--- src/rtl/countdown_timer.sv ---
// Down-counting hh:mm:ss timer with load/start/pause/clear control and expiry alarm.
// Decrements on the tick enable with a sec->min->hr borrow chain; all outputs registered.
module countdown_timer #(
   parameter int SEC_MAX = 60,
   parameter int MIN_MAX = 60,
   parameter int HR_MAX  = 100
) (
   input  logic       clk,
   input  logic       reset,
   input  logic       tick,
   input  logic       load,
   input  logic [7:0] load_hr,
   input  logic [7:0] load_min,
   input  logic [7:0] load_sec,
   input  logic       start,
   input  logic       pause,
   input  logic       clear,
   output logic [7:0] hr,
   output logic [7:0] min,
   output logic [7:0] sec,
   output logic [1:0] state,
   output logic       expired,
   output logic       expired_pulse
);

   typedef enum logic [1:0] {
      IDLE    = 2'b00,
      RUN     = 2'b01,
      PAUSED  = 2'b10,
      EXPIRED = 2'b11
   } state_t;

   localparam logic [7:0] SEC_TOP = 8'(SEC_MAX - 1);
   localparam logic [7:0] MIN_TOP = 8'(MIN_MAX - 1);
   localparam logic [7:0] HR_TOP  = 8'(HR_MAX - 1);

   state_t     cur;
   logic [7:0] hr_in;
   logic [7:0] min_in;
   logic [7:0] sec_in;
   logic       count_zero;
   logic       last_second;

   // Out-of-range load values saturate to the top of each field.
   assign hr_in  = (load_hr  > HR_TOP)  ? HR_TOP  : load_hr;
   assign min_in = (load_min > MIN_TOP) ? MIN_TOP : load_min;
   assign sec_in = (load_sec > SEC_TOP) ? SEC_TOP : load_sec;

   assign count_zero  = (hr == 8'd0) && (min == 8'd0) && (sec == 8'd0);
   assign last_second = (hr == 8'd0) && (min == 8'd0) && (sec == 8'd1);

   always_ff @(posedge clk or posedge reset) begin
      if (reset) begin
         cur           <= IDLE;
         hr            <= 8'd0;
         min           <= 8'd0;
         sec           <= 8'd0;
         expired       <= 1'b0;
         expired_pulse <= 1'b0;
      end else begin
         expired_pulse <= 1'b0;
         if (load && cur != RUN) begin
            hr      <= hr_in;
            min     <= min_in;
            sec     <= sec_in;
            cur     <= IDLE;
            expired <= 1'b0;
         end else begin
            unique case (cur)
               IDLE, PAUSED: begin
                  if (start && !count_zero)
                     cur <= RUN;
               end
               RUN: begin
                  // Pause outranks tick, so a coincident tick is dropped.
                  if (pause) begin
                     cur <= PAUSED;
                  end else if (tick) begin
                     if (sec != 8'd0) begin
                        sec <= sec - 8'd1;
                     end else begin
                        sec <= SEC_TOP;
                        if (min != 8'd0) begin
                           min <= min - 8'd1;
                        end else begin
                           min <= MIN_TOP;
                           hr  <= hr - 8'd1;
                        end
                     end
                     if (last_second) begin
                        cur           <= EXPIRED;
                        expired       <= 1'b1;
                        expired_pulse <= 1'b1;
                     end
                  end
               end
               EXPIRED: begin
                  if (clear) begin
                     cur     <= IDLE;
                     expired <= 1'b0;
                  end
               end
            endcase
         end
      end
   end

   assign state = cur;

endmodule

--- config.mk ---
export PLATFORM = sky130hd
export DESIGN_NAME = countdown_timer
export DESIGN_NICKNAME = d
export VERILOG_FILES = /design/src/rtl/countdown_timer.sv
export SDC_FILE = /design/constraint.sdc
export NUM_CORES = 1
export LEC_CHECK = 0
export CORE_MARGIN = 4
export CORE_UTILIZATION = 43
export CTS_CLUSTER_SIZE = 28
export DETAILED_ROUTE_END_ITERATION = 12
export PLACE_DENSITY = 0.75
export SYNTH_ARGS = -nofsm -noshare
export SYNTH_HDL_FRONTEND = slang
export SYNTH_SLANG_ARGS = --single-unit
--- constraint.sdc ---
create_clock -name clk -period 1.88 [get_ports clk]
set_input_delay 0.376 -clock clk [delete_from_list [all_inputs] [get_ports clk]]
set_output_delay 0.376 -clock clk [all_outputs]
set_load 0.05 [all_outputs]
======== Word level (Yosys, flattened, before mapping) ========
Index checks and enable logic that the tools add are counted.
word-level totals
  register bits ........................... 28
  bits of input ports ..................... 31
  output and inout bits ................... 28
  logic and storage cells ................. 86
operators by class
  add/sub/neg operators ................... 3
  magnitude comparators ................... 3
  equal/unequal tests ..................... 15
  mux-type cells .......................... 38
  reduce and logical (&&, ||, !) cells .... 21
operators by type and width
  operator                                                                  count
  8-bit two-way mux                                                         20
  8-bit logical NOT                                                         3
  8-bit by 1-bit subtractor with 8-bit output (second input constant)       3
  8-bit by 6-bit > comparator with 1-bit output (second input constant)     2
  8-bit nonzero test                                                        2
  3-bit inequality test (second input constant)                             5
  2-bit two-way mux                                                         6
  1-bit two-way mux                                                         10
  5-bit AND reduction                                                       2
  8-bit by 1-bit == test with 1-bit output (second input constant)          1
  8-bit by 7-bit > comparator with 1-bit output (second input constant)     1
  4-bit inequality test (second input constant)                             2
  4-bit AND reduction                                                       2
  2-bit case mux with 3 select lines                                        1
  1-bit logical AND                                                         5
  2-bit == test (second input constant)                                     2
  2-bit by 1-bit inequality test with 1-bit output (second input constant)  2
  2-bit inequality test (second input constant)                             2
  2-bit nonzero test                                                        2
  3-bit AND reduction                                                       1
  3-bit nonzero test                                                        1
  2-bit by 1-bit == test with 1-bit output (second input constant)          1
  2-bit logical NOT                                                         1
  1-bit case mux with 2 select lines                                        1
  other kinds (2)                                                           2

======== Depth between registers and ports, before layout ========
Gate-level depths: netlist of run 1.
  depth in word-level cells ............... 8
  gate-level depth with buffers ........... 6
  mapped depth without buffers ............ 6

======== Least setup slack after synthesis of run 1 ========
Ideal clock, no wire load.
  path type ............................... register to register
  from .................................... register min[0]
  to ...................................... register hr[4]
  setup time .............................. 0.087 ns
  data arrival time ....................... 2.185 ns
  data required time ...................... 1.793 ns
  path slack .............................. -0.391 ns
  stages on the path, launching flop included .. 7
  path buffers ............................ 0
  clock period less this slack ............ 2.271 ns
  cells stage by stage .................... dfrtp_1 -> inv_1 -> ha_1 -> nor3b_1 -> nand4_4 -> or4_1 -> o211ai_1
on the way
  word-level cells in the longest chain between the ends .. 3
RTL lines
  element                          line  RTL
  start: declaration               19    output logic [7:0] min,
  start signal: assignment         64    min <= min_in;
  start signal: assignment         84    min <= min - 8'd1;
  8-bit nonzero test               83    if (min != 8'd0) begin
  2-bit inequality test (no line)  n/a
  5-bit AND reduction (no line)    n/a
  end signal: assignment           63    hr <= hr_in;
  end signal: assignment           87    hr <= hr - 8'd1;
  end: declaration                 18    output logic [7:0] hr,
No other way between the ends.
A chain may end at the register's enable or synchronous reset.

======== Worst setup path in the final report of run 1 ========
  from .................................... register expired_pulse
  to ...................................... output port expired_pulse
RTL lines
  element                   line  RTL
  start: declaration        23    output logic expired_pulse
  start signal: assignment  59    expired_pulse <= 1'b0;
  start signal: assignment  61    expired_pulse <= 1'b0;
  start signal: assignment  93    expired_pulse <= 1'b1;
No word-level cell between the ends.

==> results_dict.tcl, run 1 <==
set metrics [dict create \
    synthXorXnorAreaFrac_pct 0.446 \
    synth_area_leaders "dfrtp_1 (36%), o21ai_0 (5.4%), ha_1 (4.5%), nand3_1 (3.8%), inv_1 (3.3%)" \
    synth_top_flop_cell "dfrtp_1" \
    pwr_density_cell_nw_per_um2 1130 \
    grt_pass1_wl_mm 10.5 \
    r2r_cells 7 \
    tns_ns 0 \
    drt-wirelength-per-cell_um 16.5 \
    port_buffers 58 \
    synth_nets 262 \
    syn_area_per_cell_um2 8.76 \
    vias 2271 \
    required_ns 1.50 \
    slew_viol_final 0 \
    htree_levels 1 \
    r2r_setup_slack_ns 0.08 \
    synth_cell_types 45 \
    drt-initial-drc-count 140 \
    ys_top_cells_by_count "dfrtp_1 (28), o21ai_0 (21), inv_1 (17)" \
    start_kind "flop" \
    setup_viol 0 \
    ir_drop_v 0.000816 \
    power_w 0.00351 \
    cpPeakStageDelay_ns 0.80 \
    yosys.area_share.simple_pct 27.2 \
    synth_mux_area_share_pct 1.53 \
    finClkSkew_ns 0.00225 \
    synthCells 224 \
    reg2reg_to "hr[3]" \
    arrival_ns 1.43 \
    core-area_um2 4380 \
    die_width_um 75.5 \
    synth_fa_ha_area_share_pct 4.46 \
    layout-drive-gt1-share_pct 36.5 \
    cellLeakagePower_nw 1.29 \
    cts_made_buffers 3 \
    antenna_found_initial 0 \
    grt_max_degree 29 \
    rsz0062_at_grt "true" \
    cap_viol_max_count 0 \
    drc_errors 0 \
    ys_warn_count 0 \
    min_period_ns 1.80 \
    hpwlAfterDp_mm 4.88 \
    synth_top_family_by_area "simple AND/OR/NAND/NOR gates" \
    hp-class "input pin to async pin" \
    nNetsFinal 373 \
    diodes 0 \
    vias_per_cell 5.88 \
    run_status "finished, final reports clean" \
    critPathKind "flop to output pin" \
    grt_pass1_vias 2271 \
    relSlewSlack_pct 66.7 \
    hold_ws_ns 0.453 \
    path_cells "clkdlybuf4s50_1" \
    grt-ovfl-total 0 \
    io_pins 59 \
    crit_fanout 1 \
    first_pass_iters 4 \
    synth_edf_count 0 \
    synth_most_common_cell "dfrtp_1" \
    post-place-ws_ns -0.225 \
    drt-total-wl_mm 6.36 \
    initial_utilization_pct 44.7 \
    cpLargestDelayFamily "buffers and inverters" \
    async_reset_ff_share_pct 100 \
    timing.final.ws_setup_ns 0.0765 \
    synth_compound_area_share_pct 26.1 \
    fp.dieH_um 75.5 \
    end_kind "output pin" \
    dieArea_um2 5710 \
    regArea_um2 714 \
    area_growth_pct 57.5 \
    place.gp.congestion 0.881 \
    hold_viol_final 0 \
    finalCritPeriodShare_pct 95.9 \
    ys_seq_area_share_pct 35.7 \
    synthesis.area_um2 1960 \
    clock_path_buffers 2 \
    reg2reg_from "sec[0]" \
    cts_sinks 28 \
    crit_slowest_cell "clkdlybuf4s50_1" \
    rows 24 \
    critical_path_buf_inv_count 1 \
    tightest_slew_ns 0.498 \
    clk_latency_ns 0.28 \
    root_buffer "clkbuf_8" \
    yosysTopAreaCellShare_pct 35.7 \
    multi_input_area_um2 1260 \
    path_clk_slew_ns 0.10 \
    num-fill-cells 363 \
    hold_buffers 0 \
    tritoncts "built" \
    post-route-util_pct 70.5 \
    ant_nets 0 \
    yosys.area.top_type "dfrtp_1" \
    yosys_register_bits 28 \
    track_usage_pct 23.6 \
    fmax_mhz 554 \
]
[flip-flops by register name, indices dropped and copies added, names as in the netlist]
name / cells
expired: 1
expired_pulse: 1
hr: 8
min: 8
sec: 8
state: 2
[worst min-delay path, cell delays in order]
cell and delay (ns):
clkdlybuf4s50_1 0.39, inv_1 0.05, buf_4 0.35
[through the flow]
stage,cell area (um2),instances
2_1_floorplan,2010,224
6_report,3090,386
4_1_cts,3030,385
5_1_grt,3090,386
3_5_place_dp,2970,381
3_3_place_gp,2970,381
[kinds of logic (layout without fill, tap and decap cells)]
logic type	after synthesis	after routing
AOI/OAI and AO/OA	74	74
buffers and inverters	24	134
DFF	28	28
adders and majority gates	7	7
xor gates and xnor gates	1	1
and+or+nand+nor	87	87
muxes	3	3
[placed cells by master (no fill, tap or decap), drive strengths merged, types with 4 or more instances in the layout]
cell type and n:
o22ai 7, buf 82, a21oi 9, clkbuf 4, nand2b 5, nor3 4
nand3 15, inv 17, o2bb2ai 4, o21ai 21, nand4 9, ha 7
clkdlybuf4s50 31, nor2 14, o211ai 6, dfrtp 28, nor4 5, a211oi 5
or4 5, nand2 14
[final cells by class]
type,count,share of cell area (%)
clock buffer,4,1.78
tap,52,2.11
inverter,17,2.15
multi-input combinational,172,40.9
sequential,28,23.1
timing repair buffer,113,30.0
[where the power goes]
part | internal, W | total [W] | leakage, nW | switching [W]
logic | 0.000885 | 0.00213 | 0.929 | 0.00125
clock network | 0.000188 | 0.000394 | 0.0288 | 0.000205
registers | 0.000769 | 0.000978 | 0.331 | 0.000209
total | 0.00184 | 0.00351 | 1.29 | 0.00166
[worst max path at each step]
stage,endpoint,from,depth (start not counted)
floorplan,hr[4],min[0],6
CTS,hr[2],state[1],6
finish,expired_pulse,expired_pulse,1
detailed placement,hr[6],pause,5
global route,min[7],sec[0],8
global placement,hr[6],pause,5
[what timing repair did]
| action | CTS | global route |
|---|---|---|
| gates resized for setup | 0 | 11 |
| buffers inserted | 0 | 1 |
| endpoints found under the setup margin | 0 | 17 |
[per-layer routing]
metal  wire [um]  GRT usage [%]
met3         457           2.51
met1        2720           32.9
met5           0              0
met2        3090           38.3
met4          97           7.96
Power figures use the tool's default switching activity.
==> run 2: changes to the inputs <==
REMOVE_ABC_BUFFERS = 1   (was default)
==> results_dict.tcl, run 2 (synthesis results as in run 1) <==
set metrics [dict create \
    track_usage_pct 23.0 \
    die_width_um 75.5 \
    start_kind "flop" \
    power_w 0.00352 \
    grt_pass1_wl_mm 10.2 \
    drt-total-wl_mm 6.44 \
    pwr_density_cell_nw_per_um2 1150 \
    path_cells "inv_2, ha_4, nor3b_2, buf_4, nand4_4, or4_4, o211ai_1" \
    diodes 0 \
    cpPeakStageDelay_ns 0.56 \
    crit_slowest_cell "or4_4" \
    clock_path_buffers 2 \
    combinationalPowerShare_pct 63.9 \
    ir_drop_v 0.000820 \
    final_common_cell "buf_4" \
    hold_buffers 0 \
    tightest_slew_ns 0.490 \
    clk_latency_ns 0.28 \
    setup_viol 0 \
    rsz0062_at_grt "true" \
    critical_path_buf_inv_count 2 \
    arrival_ns 2.05 \
    largestRegisters "hr x8, min x8, sec x8" \
    grt-ovfl-total 0 \
    num-fill-cells 363 \
    cts_made_buffers 3 \
    path_clk_slew_ns 0.10 \
    slew_viol_final 0 \
    fp.dieH_um 75.5 \
    dieArea_um2 5710 \
    finClkSkew_ns 0.00272 \
    io_pins 59 \
    htree_levels 1 \
    nNetsFinal 377 \
    cpLargestDelayFamily "simple AND/OR/NAND/NOR gates" \
    relSlewSlack_pct 67.2 \
    drt-wirelength-per-cell_um 16.6 \
    run_status "finished, final reports clean" \
    intPower_w 0.00184 \
    initial_utilization_pct 44.7 \
    critPathKind "flop to flop" \
    swShare_pct 47.7 \
    antenna_found_initial 0 \
    final_cell_mix "buf_4 (86), clkdlybuf4s50_1 (31), dfrtp_1 (28)" \
    layout.cells.non_filler 389 \
    pwr-share-clk_pct 9.5 \
    placed_cells 381 \
    root_buffer "clkbuf_8" \
    drt-initial-drc-count 145 \
    rows 24 \
    finalCritPeriodShare_pct 98.5 \
    layout-drive-gt1-share_pct 32.3 \
    first_pass_iters 4 \
    power.switching_w 0.00168 \
    sequentialPowerShare_pct 26.6 \
    crit_fanout 3 \
    place.gp.congestion 0.915 \
    port_buffers 58 \
    r2r_setup_slack_ns 0.03 \
    hp-class "input pin to async pin" \
    ant_nets 0 \
    cellLeakagePower_nw 1.32 \
    cap_viol_max_count 0 \
    vias 2273 \
    core-area_um2 4380 \
    area_growth_pct 56.4 \
    fmax_mhz 540 \
    grt_pass1_vias 2233 \
    post-route-util_pct 70.0 \
    hold_ws_ns 0.468 \
    cts_sinks 28 \
    drc_errors 0 \
    hpwlAfterDp_mm 4.98 \
    end_kind "flop" \
    tritoncts "built" \
    grt_max_degree 29 \
    hold_viol_final 0 \
    vias_per_cell 5.84 \
    required_ns 2.08 \
    min_period_ns 1.85 \
]
[run 2: cell types whose count changed in the layout (fill, tap and decap cells not counted), moves of 2 or more]
| cell | change |
|---|---|
| dfrtp_2 | -11 |
| buf_4 | +4 |
| a211oi_1 | +2 |
| dfrtp_1 | +11 |
| a211oi_2 | -2 |
[run 2: layout make-up]
class	instances	area (um2)	share of cell area, %
Multi-Input combinational cell	172	1240	40.5
Timing Repair Buffer	117	956	31.2
Sequential cell	28	701	22.8
Tap cell	52	65.1	2.12
Inverter	17	63.8	2.08
Clock buffer	3	41.3	1.35
[run 2: per-stage QoR]
step	setup WS, ns	setup TNS [ns]	cell area (um2)
global placement	-0.181	-2.13	2920
floorplan	-0.392	-5.16	1940
global route	-0.0768	-0.169	3070
finish	0.0290	0	3070
CTS	0.00189	0	2980
detailed placement	-0.213	-2.47	2920
[run 2: path summary, 6_finish.rpt]
path	from	cells past startpoint	end
max	min[1]	7	hr[6]
min	reset	3	min[4]
max reg2reg	min[1]	7	hr[6]
min reg2reg	expired	2	expired
max in group asynchronous	reset	3	expired
min in group clk	expired	2	expired
[run 2: per-layer routing]
layer	vias to the layer above	track usage (%)	wire length (um)	part of all wire, %
li1	1096	-	-	-
met1	1096	29.8	2790	43
met2	70	40.3	3200	50
met3	11	2.51	353	5.5
met4	0	6.99	95	1.5
met5	-	0	0	0
[run 2: power by group through the flow]
| stage | clock network (W) | logic, W | registers [W] |
|---|---|---|---|
| 5_1_grt | 0.000356 | 0.00239 | 0.000952 |
| 2_1_floorplan | 0 | 0.000597 | 0.00150 |
| 6_report | 0.000335 | 0.00225 | 0.000935 |
| 4_1_cts | 0.000341 | 0.00211 | 0.000919 |
| 3_3_place_gp | 0 | 0.00207 | 0.000916 |
| 3_5_place_dp | 0 | 0.00209 | 0.000925 |
[run 2: worst min-delay path, stage by stage]
cell and delay (ns):
clkdlybuf4s50_1 0.39, inv_1 0.05, buf_4 0.35
[run 2: timing repair]
action,4_1_cts,5_1_grt
pin swaps,0,8
endpoints found under the setup margin,9,15
setup buffers,0,5
gates resized for setup,5,13
